==> config.mk <==
export PLATFORM = sky130hd
export DESIGN_NAME = acf_burst_receiver
export DESIGN_NICKNAME = d
export VERILOG_FILES = /design/src/rtl/acf_pkg.sv /design/src/rtl/acf_lag_bank.sv /design/src/rtl/acf_burst_receiver.sv
export SDC_FILE = /design/constraint.sdc
export NUM_CORES = 1
export LEC_CHECK = 0
export BUFFER_PORTS_ARGS = -buffer_cell sky130_fd_sc_hd__buf_2
export CORE_ASPECT_RATIO = 0.75
export CORE_MARGIN = 1.5
export CORE_UTILIZATION = 55
export CTS_CLUSTER_DIAMETER = 80
export DETAILED_ROUTE_END_ITERATION = 10
export GPL_TIMING_DRIVEN = 0
export PLACE_DENSITY = 0.73
export SLEW_MARGIN = 30
export SYNTH_ARGS = -nofsm -noshare
export SYNTH_HDL_FRONTEND = slang
export SYNTH_SLANG_ARGS = --single-unit
export TNS_END_PERCENT = 5
==> constraint.sdc <==
create_clock -name iClock -period 7.1 [get_ports iClock]
set_input_delay 1.42 -clock iClock [delete_from_list [all_inputs] [get_ports iClock]]
set_output_delay 1.42 -clock iClock [all_outputs]
set_load 0.01 [all_outputs]
==> src/rtl/acf_pkg.sv <==
// acf_pkg: shared ACF burst sizing, receiver state encoding and error codes
package acf_pkg;
  localparam int LAGS      = 12;
  localparam int ACF_WIDTH = 43;

  typedef enum logic [2:0] {
    IDLE,
    CAPTURE,
    CHECK,
    REPLAY,
    DRAIN
  } acf_state_e;

  localparam logic [1:0] ERR_NONE    = 2'b00;
  localparam logic [1:0] ERR_SHORT   = 2'b01;
  localparam logic [1:0] ERR_LONG    = 2'b10;
  localparam logic [1:0] ERR_OVERRUN = 2'b11;
endpackage

==> src/rtl/acf_lag_bank.sv <==
// acf_lag_bank: LAGS+1 x ACF_WIDTH word store, one write port, one asynchronous read port
module acf_lag_bank #(
  parameter int LAGS      = 12,
  parameter int ACF_WIDTH = 43
) (
  input  logic                        clk_i,
  input  logic                        we_i,
  input  logic [3:0]                  waddr_i,
  input  logic signed [ACF_WIDTH-1:0] wdata_i,
  input  logic [3:0]                  raddr_i,
  output logic signed [ACF_WIDTH-1:0] rdata_o
);
  logic signed [ACF_WIDTH-1:0] mem_q [0:LAGS];

  // Contents survive reset; a discarded burst is simply overwritten by the next one.
  always_ff @(posedge clk_i)
    if (we_i) mem_q[waddr_i] <= wdata_i;

  assign rdata_o = mem_q[raddr_i];
endmodule

==> src/rtl/acf_burst_receiver.sv <==
// acf_burst_receiver: captures one LAGS+1 word ACF burst, validates its length and replays it
// under ready/valid handshake. Define ACF_SILENT_SKIP_EN to drop bursts whose lag-0 word is zero.
module acf_burst_receiver
  import acf_pkg::*;
#(
  parameter int LAGS      = acf_pkg::LAGS,
  parameter int ACF_WIDTH = acf_pkg::ACF_WIDTH
) (
  input  logic                        iClock,
  input  logic                        iReset_n,
  input  logic                        iEnable,
  input  logic signed [ACF_WIDTH-1:0] iACF,
  input  logic                        iValid,
  output logic signed [ACF_WIDTH-1:0] oACF,
  output logic [3:0]                  oLag,
  output logic                        oValid,
  input  logic                        iReady,
  output logic                        oDone,
  output logic                        oError,
  output logic [1:0]                  oErrCode,
  output logic                        oSilent
);
  localparam logic [3:0] LAST = 4'(LAGS);

  acf_state_e state_q, state_d;
  logic [3:0] count_q, count_d, lag_q, lag_d;
  logic ovr_q, ovr_d;
  logic we, cap_v;
  logic [3:0] waddr;
  logic signed [ACF_WIDTH-1:0] rdata;

  assign cap_v = iEnable & iValid;

  acf_lag_bank #(.LAGS(LAGS), .ACF_WIDTH(ACF_WIDTH)) u_bank (
    .clk_i   (iClock),
    .we_i    (we),
    .waddr_i (waddr),
    .wdata_i (iACF),
    .raddr_i (lag_q),
    .rdata_o (rdata)
  );

  // The read port idles at lag 0, so CHECK sees bank[0] and REPLAY sees bank[oLag].
  assign oLag = lag_q;
  assign oACF = oValid ? rdata : '0;

  // State, write pointer, replay pointer and overrun-already-reported flag.
  always_ff @(posedge iClock or negedge iReset_n)
    if (!iReset_n) begin
      state_q <= IDLE;
      count_q <= '0;
      lag_q   <= '0;
      ovr_q   <= 1'b0;
    end else begin
      state_q <= state_d;
      count_q <= count_d;
      lag_q   <= lag_d;
      ovr_q   <= ovr_d;
    end

  // Next state and all pulse outputs; only REPLAY runs regardless of iEnable.
  always_comb begin
    state_d  = state_q;
    count_d  = '0;
    lag_d    = '0;
    ovr_d    = 1'b0;
    we       = 1'b0;
    waddr    = count_q;
    oValid   = 1'b0;
    oDone    = 1'b0;
    oError   = 1'b0;
    oErrCode = ERR_NONE;
    oSilent  = 1'b0;
    case (state_q)
      IDLE:
        if (cap_v) begin
          we      = 1'b1;
          waddr   = '0;
          count_d = 4'd1;
          state_d = CAPTURE;
        end
      CAPTURE: begin
        count_d = count_q;
        if (iEnable) begin
          if (iValid) begin
            we      = 1'b1;
            count_d = count_q + 4'd1;
            if (count_q == LAST) begin
              count_d = '0;
              state_d = CHECK;
            end
          end else begin
            oError   = 1'b1;
            oErrCode = ERR_SHORT;
            count_d  = '0;
            state_d  = IDLE;
          end
        end
      end
      CHECK:
        if (iEnable) begin
          if (iValid) begin
            oError   = 1'b1;
            oErrCode = ERR_LONG;
            state_d  = DRAIN;
          end
`ifdef ACF_SILENT_SKIP_EN
          else if (rdata == '0) begin
            oSilent = 1'b1;
            state_d = IDLE;
          end
`endif
          else state_d = REPLAY;
        end
      REPLAY: begin
        oValid = 1'b1;
        lag_d  = lag_q;
        ovr_d  = iEnable ? iValid : ovr_q;
        if (cap_v && !ovr_q) begin
          oError   = 1'b1;
          oErrCode = ERR_OVERRUN;
        end
        if (iReady) begin
          if (lag_q == LAST) begin
            oDone   = 1'b1;
            lag_d   = '0;
            state_d = cap_v ? DRAIN : IDLE;
          end else lag_d = lag_q + 4'd1;
        end
      end
      DRAIN:
        if (iEnable && !iValid) state_d = IDLE;
      default: state_d = IDLE;
    endcase
  end
endmodule

# After elaboration in Yosys (flattened, before gate mapping)
# Memory sizes are Yosys's and may differ from the RTL's.
# Cells that the tools add are included.
[word_totals]
ram_bits = 559
out_inout_bits = 53
reg_bits = 12
wordCells = 72
n_memories = 1
[classes]
bitwise = 1
eq_ne = 14
addsub = 2
n_mux = 44
reduce_logical = 6
[memory_table]
columns = ["name", "words", "width", "read_ports", "rd_clocked_by_memory_dff", "write_ports", "line_no", "source"]
rows = [
  ["u_bank.mem_q", 13, 43, 1, 0, 1, "acf_lag_bank.sv:13", "logic signed [ACF_WIDTH-1:0] mem_q [0:LAGS];"],
]
[op_table]
columns = ["op", "count"]
rows = [
  ["43-bit 2-to-1 mux", 1],
  ["4-bit 2-to-1 mux", 8],
  ["3-bit 2-to-1 mux", 10],
  ["1-bit 2-to-1 mux", 17],
  ["3-bit one-hot mux with 5 select lines", 1],
  ["2-bit != test (second input constant)", 7],
  ["4-bit by 1-bit adder with 4-bit output (second input constant)", 2],
  ["4-bit == test (second input constant)", 2],
  ["4-bit one-hot mux with 2 select lines", 1],
  ["7-bit AND reduction", 1],
  ["3-bit by 2-bit == test with 1-bit output (second input constant)", 2],
  ["2-bit 2-to-1 mux", 3],
  ["2-bit one-hot mux with 3 select lines", 1],
  ["3-bit by 1-bit == test with 1-bit output (second input constant)", 1],
  ["3-bit == test (second input constant)", 1],
  ["3-bit logical NOT", 1],
  ["3-bit != test (second input constant)", 1],
  ["1-bit one-hot mux with 3 select lines", 1],
  ["1-bit logical AND", 2],
  ["1-bit logical NOT", 2],
  ["1-bit one-hot mux with 2 select lines", 1],
  ["1-bit bitwise AND", 1],
]

# Depth between registers and ports, before layout
[logic_depth]
ltp_word = 5
mapped_depth = 9
ltp_nobuf = 6

# Hierarchy
# Synthesis repeated with hierarchy kept, for this count alone.
[unflattened]
cells_unflattened = 1035
area_unflattened_um2 = 22187.5
[by_module_without_submodules]
columns = ["module", "seq_area_each_um2", "area_each_um2", "n_inst", "cells_each"]
rows = [
  ["acf_lag_bank", 16786.1, 21042.7, 1, 890],
  ["acf_burst_receiver", 300.3, 1144.8, 1, 145],
]

# Least setup slack after synthesis
# Ideal clock, no wire load.
[synth_timing]
kind = "in2reg"
from = "input iEnable"
to = "memory u_bank.mem_q[8][0], enable pin"
setup_ns = 0.497
stages = 4
path_slack_ns = 1.814
required_time_ns = 6.603
arrival_time_ns = 4.789
n_path_buf = 0
cell_sequence = "nand2_1 nor2_1 nand3_1 nor3_1"
[synth_via]
elab_chain_len = 5
elab_cells_between_ends = 8
[synth_rtl]
columns = ["element", "line_no", "source"]
rows = [
  ["start: declaration", "acf_burst_receiver.sv:11", "input logic iEnable,"],
  ["1-bit bitwise AND", "acf_burst_receiver.sv:32", "assign cap_v = iEnable & iValid;"],
  ["1-bit 2-to-1 mux", "acf_burst_receiver.sv:76", "if (cap_v) begin"],
  ["1-bit one-hot mux with 2 select lines", "acf_burst_receiver.sv:74", "case (state_q)"],
  ["1-bit 2-to-1 mux", "acf_lag_bank.sv:17", "if (we_i) mem_q[waddr_i] <= wdata_i;"],
  ["1-bit 2-to-1 mux (not written as such)", "acf_lag_bank.sv:17", ""],
  ["end: declaration", "acf_lag_bank.sv:13", ""],
]
# Parallel ways exist; a longest one is shown, timed or not.

# Final worst setup path
[layout_timing]
from = "register lag_q[1] (netlist: oLag[1])"
to = "output oACF[42]"
[layout_via]
elab_chain_len = 2
[layout_rtl]
columns = ["element", "line_no", "source"]
rows = [
  ["start: declaration", "acf_burst_receiver.sv:26", "logic [3:0] count_q, count_d, lag_q, lag_d;"],
  ["start signal: assignment", "acf_burst_receiver.sv:57", "lag_q <= lag_d;"],
  ["memory read 13 x 43 bit", "--", ""],
  ["43-bit 2-to-1 mux", "acf_burst_receiver.sv:45", "assign oACF = oValid ? rdata : '0;"],
  ["end: declaration", "acf_burst_receiver.sv:14", "output logic signed [ACF_WIDTH-1:0] oACF,"],
]
# Every way passes these cells.

==> key figures <==
Route
  – Pre-antenna DRT Iters: 5
  – Drt via density: ~6.3
  – Post-Route WL: around 47,000 um
  – Detailed-route DRC error count: 0
  – DRT iter0 DRCs: 1,414
  – Antenna Nets Post-Route: 0
  – Drt wl/cell: 27.2 um
  – Vias: 10,900

Synth
  – Area contributors post-synth: edfxtp_1, mux4_2, mux2i_1
  – Area share of the largest cell type after synthesis: between 70% and 80%
  – Cell Area, Synth: between 20,000 and 25,000 um2
  – Dominant cell type by area after synthesis: edfxtp_1
  – Synth Register Bits: roughly 570
  – Sequential fraction of the synthesis area: 78.0%
  – Async SR Flop Fraction: roughly 2.1%
  – Mapped Cells: around 1,000
  – Synth Flop Type: edfxtp_1
  – Synth unique cells: 42
  – Syn avg cell area: between 20 and 25 um2
  – Synthesized Nets: a little over 1,000
  – Post-synth EDFFs: around 560
  – Most frequent cell after synthesis: edfxtp_1
  – Most instantiated cells after synthesis: edfxtp_1, mux4_2, a21oi_1
  – Synth warn: 0

Run status
  – Status: completed

Flow run
  – Number of max-cap violations: 0

Place
  – Area after DPL: between 20,000 and 25,000 um2
  – Placed Cells incl. Taps: 1,637
  – Post-DP HPWL: around 30,000 um
  – GP Congestion: 0.808
  – Dpl ws: 3.00 ns
  – IO Port Bufs: just under 100

Worst setup path
  – CP peak stage delay: around 0.46 ns
  – CP Max Fanout: 10
  – CP endpoint kind: output pin
  – Critical Path Start: oLag[1]
  – Crit Reg-Reg Startpoint: state_q[1]
  – Startpoint Class: flop
  – CP required: 5.68 ns
  – Critical path class: flop to output pin
  – Cell mode on critical path: buf_2
  – Crit path DAT: ~3 ns
  – Slowest stage cell on the critical path: dfrtp_1
  – Worst Path Buf+Inv: 4
  – Worst-path cell chain: buf_2 > buf_2 > buf_2 > mux4_2 > mux2i_1 > a21oi_1 > buf_2
  – Worst path top cell family by delay: buffers and inverters

Final layout
  – Design area: 25,400 um2
  – Layout cell share with drive strength beyond 1: approximately 31%
  – Nets@finish: around 1,200
  – Final core area utilization: roughly 64%
  – Final Non-Filler Cells: between 1,500 and 2,000
  – Synth-to-Final Area Change: 15.8%

Floorplanning
  – I/O pins: approximately 100
  – Starting Density: between 50% and 60%
  – Die footprint: between 40,000 and 50,000 um2
  – Die width: 233 um
  – Core area: between 30,000 and 40,000 um2
  – Die H: 176 um
  – Row Count: 63

Clocking
  – Number of hold buffers added after CTS: 0
  – Clock sink count: ~570
  – Clock latency on the worst-skew pair: 0.57 ns
  – Num CTS Buffers: slightly above 50
  – # H-tree levels: 2
  – Post-CTS resize count: 0
  – Clk slew on worst S/H paths: around 0.07 ns
  – CTS max path bufs: 3
  – Root Buffer: clkbuf_16
  – Setup bufs post-CTS: 0
  – CTS tree: done

STA
  – Final Max Tran Viols: 0
  – Final setup viols: 0
  – Slew @ Worst Pin: 0.893 ns
  – Setup Skew: approximately 0.011 ns
  – Relative slew slack: 40.5%
  – Fin. Hold Viols: 0
  – Minimum clock period: ~4.3 ns
  – RSZ-0062 raised after global routing: no
  – Final setup margin: 2.76 ns
  – Final period utilization: between 60% and 70%
  – Fmax: 230 MHz
  – Min Hold Slack: approximately 0.54 ns

Global routing
  – Number of global-route vias before repair: between 10,000 and 15,000
  – Pin count of the biggest net entering global routing: 27
  – First-pass GRT wire length: around 71,000 um
  – Overall Global Routing Usage: 23.6%
  – Total congestion overflow: 0
  – Initial antenna violation count: 2

Pwr
  – Peak VDD IR: ~210 uV
  – Pwr dens: around 300 nW/um2
  – Leakage: approximately 8.0 nW

Hold path
  – Startpoint of the worst hold path: state_q[2]
  – Hold Path Class: flop to flop
sequential cells by signal (all words and copies together), names as in the netlist:
| name | flops |
|---|---|
| count_q | 4 |
| oLag | 4 |
| u_bank.mem_q | 559 |
| state_q | 3 |
| ovr_q | 1 |
cells by family (layout without fill, tap and decap cells):
family,count (synthesis),count (layout),share of synthesized area [%]
DFF,571,571,78.0
muxes,173,173,15.3
AOI/OAI and AO/OA,110,110,3.39
buffers and inverters,69,290,1.69
and+or+nand+nor,55,55,1.24
adders and majority gates,4,4,0.229
xor gates and xnor gates,3,3,0.120
other,1,2,0.0171
worst paths after layout:
check                                       to  slack [ns]  cells past startpoint
max                                   oACF[42]        2.76                      7
min                                 state_q[0]        0.54                      1
max reg2reg                u_bank.mem_q[8][17]        4.18                     10
min reg2reg                         state_q[0]        0.54                      1
max in group asynchronous              oLag[3]        6.12                      1
min in group asynchronous           state_q[0]        0.74                      1
cells in the final DEF, fill, tap and decap left out, drive strengths merged, types with 2 or more instances in the layout:
cell	instances
a21oi	51
a31oi	3
buf	169
bufinv	5
clkbuf	85
clkinv	21
dfrtp	12
edfxtp	559
ha	4
inv	9
mux2i	44
mux4	129
nand2	12
nand2b	4
nand3	3
nand3b	2
nor2	21
nor3	4
o21ai	5
o221ai	44
or4	2
xor2	2
metal layers:
layer	track usage, %	wire [um]
met1	35.1	20000
met2	36.9	22500
met3	4.51	3680
met4	5.53	831
met5	0	8
power breakdown:
part / total [mW] / leakage, nW / internal (mW) / switching [mW]
clock: 2.66 / 0.766 / 1.49 / 1.17
combinational: 1.05 / 2.04 / 0.471 / 0.579
sequential: 3.78 / 5.19 / 3.76 / 0.0194
layout make-up:
class / instances / area, um2
Clock inverter: 28 / 254
Clock buffer: 62 / 1320
Fill cell: 2589 / 14100
Inverter: 8 / 30.0
Buffer: 61 / 339
Timing Repair Buffer: 131 / 1150
Antenna cell: 1 / 2.50
Sequential cell: 571 / 17100
Tap cell: 520 / 651
Multi-Input combinational cell: 346 / 4530
per-stage QoR:
step | TNS, ns | power [mW]
floorplan | 0 | 4.55
global placement | -53.58 | 4.86
detailed placement | 0 | 4.90
CTS | 0 | 7.53
global route | 0 | 7.74
finish | 0 | 7.49
worst register-to-register path, stage by stage, from the launching register on:
cell and delay (ns):
dfrtp_1 0.37, buf_6 0.14, or3b_1 0.33, buf_2 0.18, nor2_1 0.19, nand3_1 0.31, nor3_2 0.23, buf_4 0.23
buf_4 0.21, buf_4 0.22, buf_4 0.21
No activity file was read; power rests on OpenSTA's default activity.
